### src/rtl/bpu_table_ctrl.sv
// Branch-predictor counter table controller: sweeps the table to a weak
// not-taken value after reset/flush, serves one registered lookup per cycle,
// applies one resolved-branch counter update per cycle, and counts mispredicts.
module bpu_table_ctrl #(
  parameter int STEP_NUM = 4,
  parameter int INDEX_W  = 4,
  parameter int PC_W     = 12,
  parameter int MISS_W   = 16
) (
  input  logic              clk_i,
  input  logic              rst_i,
  input  logic              flush_i,
  output logic              ready_o,
  input  logic              pred_req_i,
  input  logic [PC_W-1:0]   pred_pc_i,
  output logic              pred_valid_o,
  output logic              pred_jump_o,
  input  logic              upd_valid_i,
  input  logic [PC_W-1:0]   upd_pc_i,
  input  logic              upd_taken_i,
  input  logic              upd_pred_i,
  output logic [MISS_W-1:0] miss_cnt_o
);

  localparam int CW    = $clog2(STEP_NUM);
  localparam int DEPTH = 2 ** INDEX_W;

  localparam logic [CW-1:0]      INIT_VAL = CW'(STEP_NUM / 2 - 1);
  localparam logic [CW-1:0]      TAKEN_TH = CW'(STEP_NUM / 2);
  localparam logic [CW-1:0]      MAX_VAL  = CW'(STEP_NUM - 1);
  localparam logic [INDEX_W-1:0] LAST_IDX = INDEX_W'(DEPTH - 1);
  localparam logic [MISS_W-1:0]  MISS_MAX = {MISS_W{1'b1}};

  typedef enum logic [0:0] {
    ST_INIT  = 1'b0,
    ST_READY = 1'b1
  } state_t;

  state_t             state, next_state;
  logic [INDEX_W-1:0] ptr, next_ptr;

  logic [CW-1:0]      tbl [DEPTH];

  logic [INDEX_W-1:0] pred_idx, upd_idx;
  logic [CW-1:0]      upd_cur, upd_next;
  logic               upd_accept, sweep_write;

  // Only the low PC bits select an entry; upper bits alias on purpose.
  assign pred_idx = pred_pc_i[INDEX_W-1:0];
  assign upd_idx  = upd_pc_i[INDEX_W-1:0];

  generate
    if (PC_W > INDEX_W) begin : g_pc_high
      logic unused_pc_high;
      assign unused_pc_high = ^{pred_pc_i[PC_W-1:INDEX_W], upd_pc_i[PC_W-1:INDEX_W]};
    end
  endgenerate

  // Updates arriving alongside a flush or while not ready are dropped.
  assign upd_accept  = upd_valid_i && ready_o && !flush_i && !rst_i;
  assign sweep_write = (state == ST_INIT) && !flush_i && !rst_i;

  // FSM state and sweep pointer registers.
  // NOTE: sequential state uses non-blocking assignments so every register
  // samples pre-edge values, independent of process ordering.
  always_ff @(posedge clk_i) begin
    if (rst_i) begin
      state <= ST_INIT;
      ptr   <= '0;
    end else begin
      state <= next_state;
      ptr   <= next_ptr;
    end
  end

  // Next-state logic: flush restarts the sweep; the sweep ends after the last entry.
  // NOTE: every output of this block gets a default first, so no path can
  // leave a variable unassigned and infer a latch.
  always_comb begin
    next_state = state;
    next_ptr   = ptr;
    ready_o    = (state == ST_READY);
    if (flush_i) begin
      next_state = ST_INIT;
      next_ptr   = '0;
    end else if (state == ST_INIT) begin
      next_ptr = ptr + INDEX_W'(1);
      if (ptr == LAST_IDX) begin
        next_state = ST_READY;
      end
    end
  end

  // Saturating counter step for the resolved branch.
  always_comb begin
    upd_cur  = tbl[upd_idx];
    upd_next = upd_cur;
    if (upd_taken_i) begin
      if (upd_cur != MAX_VAL) upd_next = upd_cur + CW'(1);
    end else begin
      if (upd_cur != '0) upd_next = upd_cur - CW'(1);
    end
  end

  // Table write port: init sweep or accepted update (never both at once).
  // NOTE: the table storage has no reset; its contents are defined by the
  // init sweep, which keeps it mappable onto plain RAM.
  always_ff @(posedge clk_i) begin
    if (sweep_write) begin
      tbl[ptr] <= INIT_VAL;
    end else if (upd_accept) begin
      tbl[upd_idx] <= upd_next;
    end
  end

  // Registered lookup; reads the pre-update entry on a same-index collision.
  always_ff @(posedge clk_i) begin
    if (rst_i) begin
      pred_valid_o <= 1'b0;
      pred_jump_o  <= 1'b0;
    end else begin
      pred_valid_o <= pred_req_i && ready_o;
      pred_jump_o  <= pred_req_i && ready_o && (tbl[pred_idx] >= TAKEN_TH);
    end
  end

  // Saturating mispredict counter; survives flush, cleared by reset.
  always_ff @(posedge clk_i) begin
    if (rst_i) begin
      miss_cnt_o <= '0;
    end else if (upd_accept && (upd_pred_i != upd_taken_i) && (miss_cnt_o != MISS_MAX)) begin
      miss_cnt_o <= miss_cnt_o + MISS_W'(1);
    end
  end

endmodule

### config.mk
export PLATFORM = sky130hd
export DESIGN_NAME = bpu_table_ctrl
export DESIGN_NICKNAME = d
export VERILOG_FILES = /design/src/rtl/bpu_table_ctrl.sv
export SDC_FILE = /design/constraint.sdc
export NUM_CORES = 1
export LEC_CHECK = 0
export CAP_MARGIN = 30
export CORE_MARGIN = 2
export CORE_UTILIZATION = 38
export CTS_CLUSTER_SIZE = 14
export DETAILED_ROUTE_END_ITERATION = 12
export GPL_TIMING_DRIVEN = 0
export SYNTH_ARGS = -nofsm -noshare
export SYNTH_HDL_FRONTEND = slang
export SYNTH_SLANG_ARGS = --single-unit
### constraint.sdc
create_clock -name clk_i -period 3.1 [get_ports clk_i]
set_clock_uncertainty 0.1 [all_clocks]
set_input_delay 0.62 -clock clk_i [delete_from_list [all_inputs] [get_ports clk_i]]
set_output_delay 0.62 -clock clk_i [all_outputs]
set_load 0.03 [all_outputs]
==> impl_results.md <==
- Yosys top cell by area: edfxtp_1
- Total die area: 7648 um2
- Overall global routing resource usage: 0.1573
- First-pass GRT wire length: 9163 um
- Die height: 87.45 um
- Reg-to-reg setup timing slack: 0.94 ns
- Final period utilization: 0.9532
- CTS tree: done
- R2R depth: 6
- Critical path peak fanout: 12
- Share of layout cells above drive strength 1: 0.1231
- Clk buf depth: 2
- HP Class: reg2reg
- Status: finished, final reports clean
- CTS hold repair buffers: 0
- Post-synthesis sequential area ratio: 0.5371
- Num ports: 50
- CTS buffer count: 5
- Pwr Density: 435.7 nW/um2
- CP required: 3.06 ns
- Crit-path slowest cell: clkdlybuf4s50_1
- Crit path to: tbl[8][1]
- Distinct cells, synth: 45
- Die width: 87.45 um
- Cell Area, Synth: 2646 um2
- Worst-Skew Late Latency: 0.32 ns
- Arr. time, crit path: 2.92 ns
- Area contributors post-synth: edfxtp_1 (36%), dfxtp_1 (17%), mux4_2 (11%)
- Number of cells upsized or downsized after cts: 1
- Grt total ovfl: 0
- Final setup viols: 0
- Tmin final: 2.955 ns
- Drt first-iter violations: 117
- Worst-path clk slew: 0.10 ns
- Static Leak: 1.114 nW
- Worst Setup SP: upd_pc_i[1]
- Post-route DRC: 0
- Final hold violations: 0
- Fmax: 338.4 MHz
- Slew of the pin with the lowest slew margin: 0.5930 ns
- WS Path Type: in2reg
- Vias per cell: 5.456
- N_diodes: 0
- Core box area: 6756 um2
- Top_reg_cell synth: edfxtp_1
- GP Congestion: 0.7404
- Nets: 292
- Final Util: 0.4787
- RSZ-0062 raised after global routing: no
- RR Endpoint: tbl[8][1]
- Initial Util: 0.3917
- Post-detail-place hpwl: 4085 um
- Area grow syn2layout: 22.22%
- Max_cap viols: 0
- Routed WL: 5473 um
- Share of the synthesized area in the top cell type: 0.3631
- Crit-path max cell delay: 0.51 ns
- Yosys warning total: 0
- Synth Register Bits: 55
- Routed wire per std cell: 16.10 um
- Setup Total Neg Slack: 0 ns
- Post-synth EDFFs: 32
- Post-Syn Instances: 218
- Vias in the first global route: 1813
- Cells along the critical path: clkdlybuf4s50_1, buf_1, mux4_2, a22oi_1, nand3_1, o21ai_1, a21boi_1, buf_4
- Port bufs: 33
- Worst setup EP type: flip-flop
- Postcts setup bufs: 0
- Relative slew slack: 0.6047
- Buf/Inv on CP: 3
- Drt pass-1 iters: 6
- DR vias: 1855
- Net Count, Synth: 251
- CP Depth: 8
- CTS sink count: 55
- Initial antenna violation count: 0
- Pins Over Slew Limit: 0
- Syn avg cell area: 12.14 um2
- Nature of the critical path startpoint: primary input
- Crit Reg-Reg Startpoint: tbl[3][1]
- Max rail drop VDD: 0.0002073 V
- Hold depth: 1
- Largest net degree at the start of global routing: 18
- Post-route ant nets: 0
- FP Rows: 30
- H-tree depth: 2
- Post-synth ARST share: 0
- CTS root buf: clkbuf_8
- Delay-heaviest family, CP: buffers and inverters
-- cell families after synthesis --
kind of cell | count (synthesis) | synth area share
AO/OA/AOI/OAI | 23 | 0.06052
XOR/XNOR | 14 | 0.04633
buffers and inverters | 10 | 0.02033
AND/OR/NAND/NOR | 97 | 0.2005
adder cells (fa/ha/maj) | 2 | 0.009455
flip-flops | 55 | 0.5371
multiplexers | 17 | 0.1258
-- state kept, by name, summed over array words and instances, names as in the netlist --
| name | count |
|---|---|
| tbl | 32 |
| pred_valid_o | 1 |
| pred_jump_o | 1 |
| miss_cnt_o | 16 |
| ready_o | 1 |
| ptr | 4 |
-- stage by stage --
| stage | power, W | area (um2) | hold slack (ns) | setup slack, ns | cells |
|---|---|---|---|---|---|
| CTS | 0.001417 | 3224 | 0.4407 | 0.09690 | 340 |
| detailed placement | 0.0008616 | 3084 | 0.4165 | -0.5797 | 332 |
| floorplan | 0.0008264 | 2646 | 0.4246 | 0.5316 | 218 |
| finish | 0.001409 | 3234 | 0.4352 | 0.1452 | 340 |
| global route | 0.001456 | 3234 | 0.4730 | 0.0004223 | 340 |
| global placement | 0.0008618 | 3077 | 0.4173 | -0.5432 | 331 |
-- cell usage after synthesis, drive strengths merged, types with 3 or more instances --
| library cell | count |
|---|---|
| dfxtp | 23 |
| inv | 3 |
| nand4 | 6 |
| nand3 | 12 |
| nand2 | 13 |
| and4 | 3 |
| clkbuf | 3 |
| and3 | 3 |
| edfxtp | 32 |
| nor2b | 4 |
| mux2i | 4 |
| mux4 | 13 |
| buf | 4 |
| nor3b | 3 |
| nor4b | 3 |
| xor2 | 10 |
| a31oi | 5 |
| o21ai | 5 |
| nor2 | 37 |
| a21oi | 4 |
| xnor2 | 4 |
-- worst register-to-register path, cell delays in order (launching register included) --
cell and delay (ns):
edfxtp_1 0.41, mux4_2 0.50, a22oi_1 0.19, nand3_1 0.16
o21ai_1 0.16, a21boi_1 0.16, buf_4 0.22
-- power breakdown --
part           internal (W)  switching (W)  leakage (nW)  total [W]
clock              0.000322       0.000241        0.0644   0.000563
sequential         0.000766     0.00000269         0.530   0.000769
combinational     0.0000389      0.0000385         0.519  0.0000774
total               0.00113       0.000282          1.11    0.00141
-- layout make-up --
type | instances | area [um2]
fillers | 623 | 3522
well taps | 80 | 100.1
repair buffers | 34 | 337.8
plain buffers | 7 | 45.04
inverters | 3 | 11.26
clock inverters | 3 | 67.56
flip-flops and latches | 55 | 1421
clock buffers | 5 | 68.82
multi-input cells | 153 | 1182
-- placed cells by master, fill, tap and decap left out, types with 2 or more instances in the layout --
cell	netlist	final
xor2_1	10	10
xnor2_1	4	4
nor2_1	37	37
ha_1	2	2
o211ai_1	2	2
nand2b_1	2	2
clkbuf_8	0	5
a21oi_1	4	4
edfxtp_1	32	32
nor4b_2	3	3
bufinv_16	0	2
buf_6	2	2
nor3b_1	3	3
clkbuf_1	3	2
mux2i_1	4	4
dfxtp_1	23	23
buf_1	1	2
nor2b_1	4	4
nand4_1	6	6
and4_1	3	3
or3_1	2	2
o21ai_0	3	3
nand2_1	13	13
and3_1	3	3
inv_1	3	3
mux4_2	13	13
a31oi_1	5	5
nand3_1	11	11
clkdlybuf4s50_1	0	33
-- worst min-delay path by stage --
stage                              start              to  slack, ns
final                      miss_cnt_o[4]   miss_cnt_o[4]       0.44
after global routing       miss_cnt_o[4]   miss_cnt_o[4]       0.47
after CTS                  miss_cnt_o[4]   miss_cnt_o[4]       0.44
after detailed placement   miss_cnt_o[4]   miss_cnt_o[4]       0.42
after global placement    miss_cnt_o[15]  miss_cnt_o[15]       0.42
after floorplan                   ptr[3]          ptr[3]       0.42
-- per-layer routing --
layer | GRT usage | share of wire | vias up
met4 | 0.05455 | 0.016 | 0
met5 | 0 | 0 | -
met3 | 0.02844 | 0.037 | 6
met1 | 0.2175 | 0.46 | 912
met2 | 0.2493 | 0.48 | 30
li1 | - | - | 907
No activity file was read; power rests on OpenSTA's default activity.
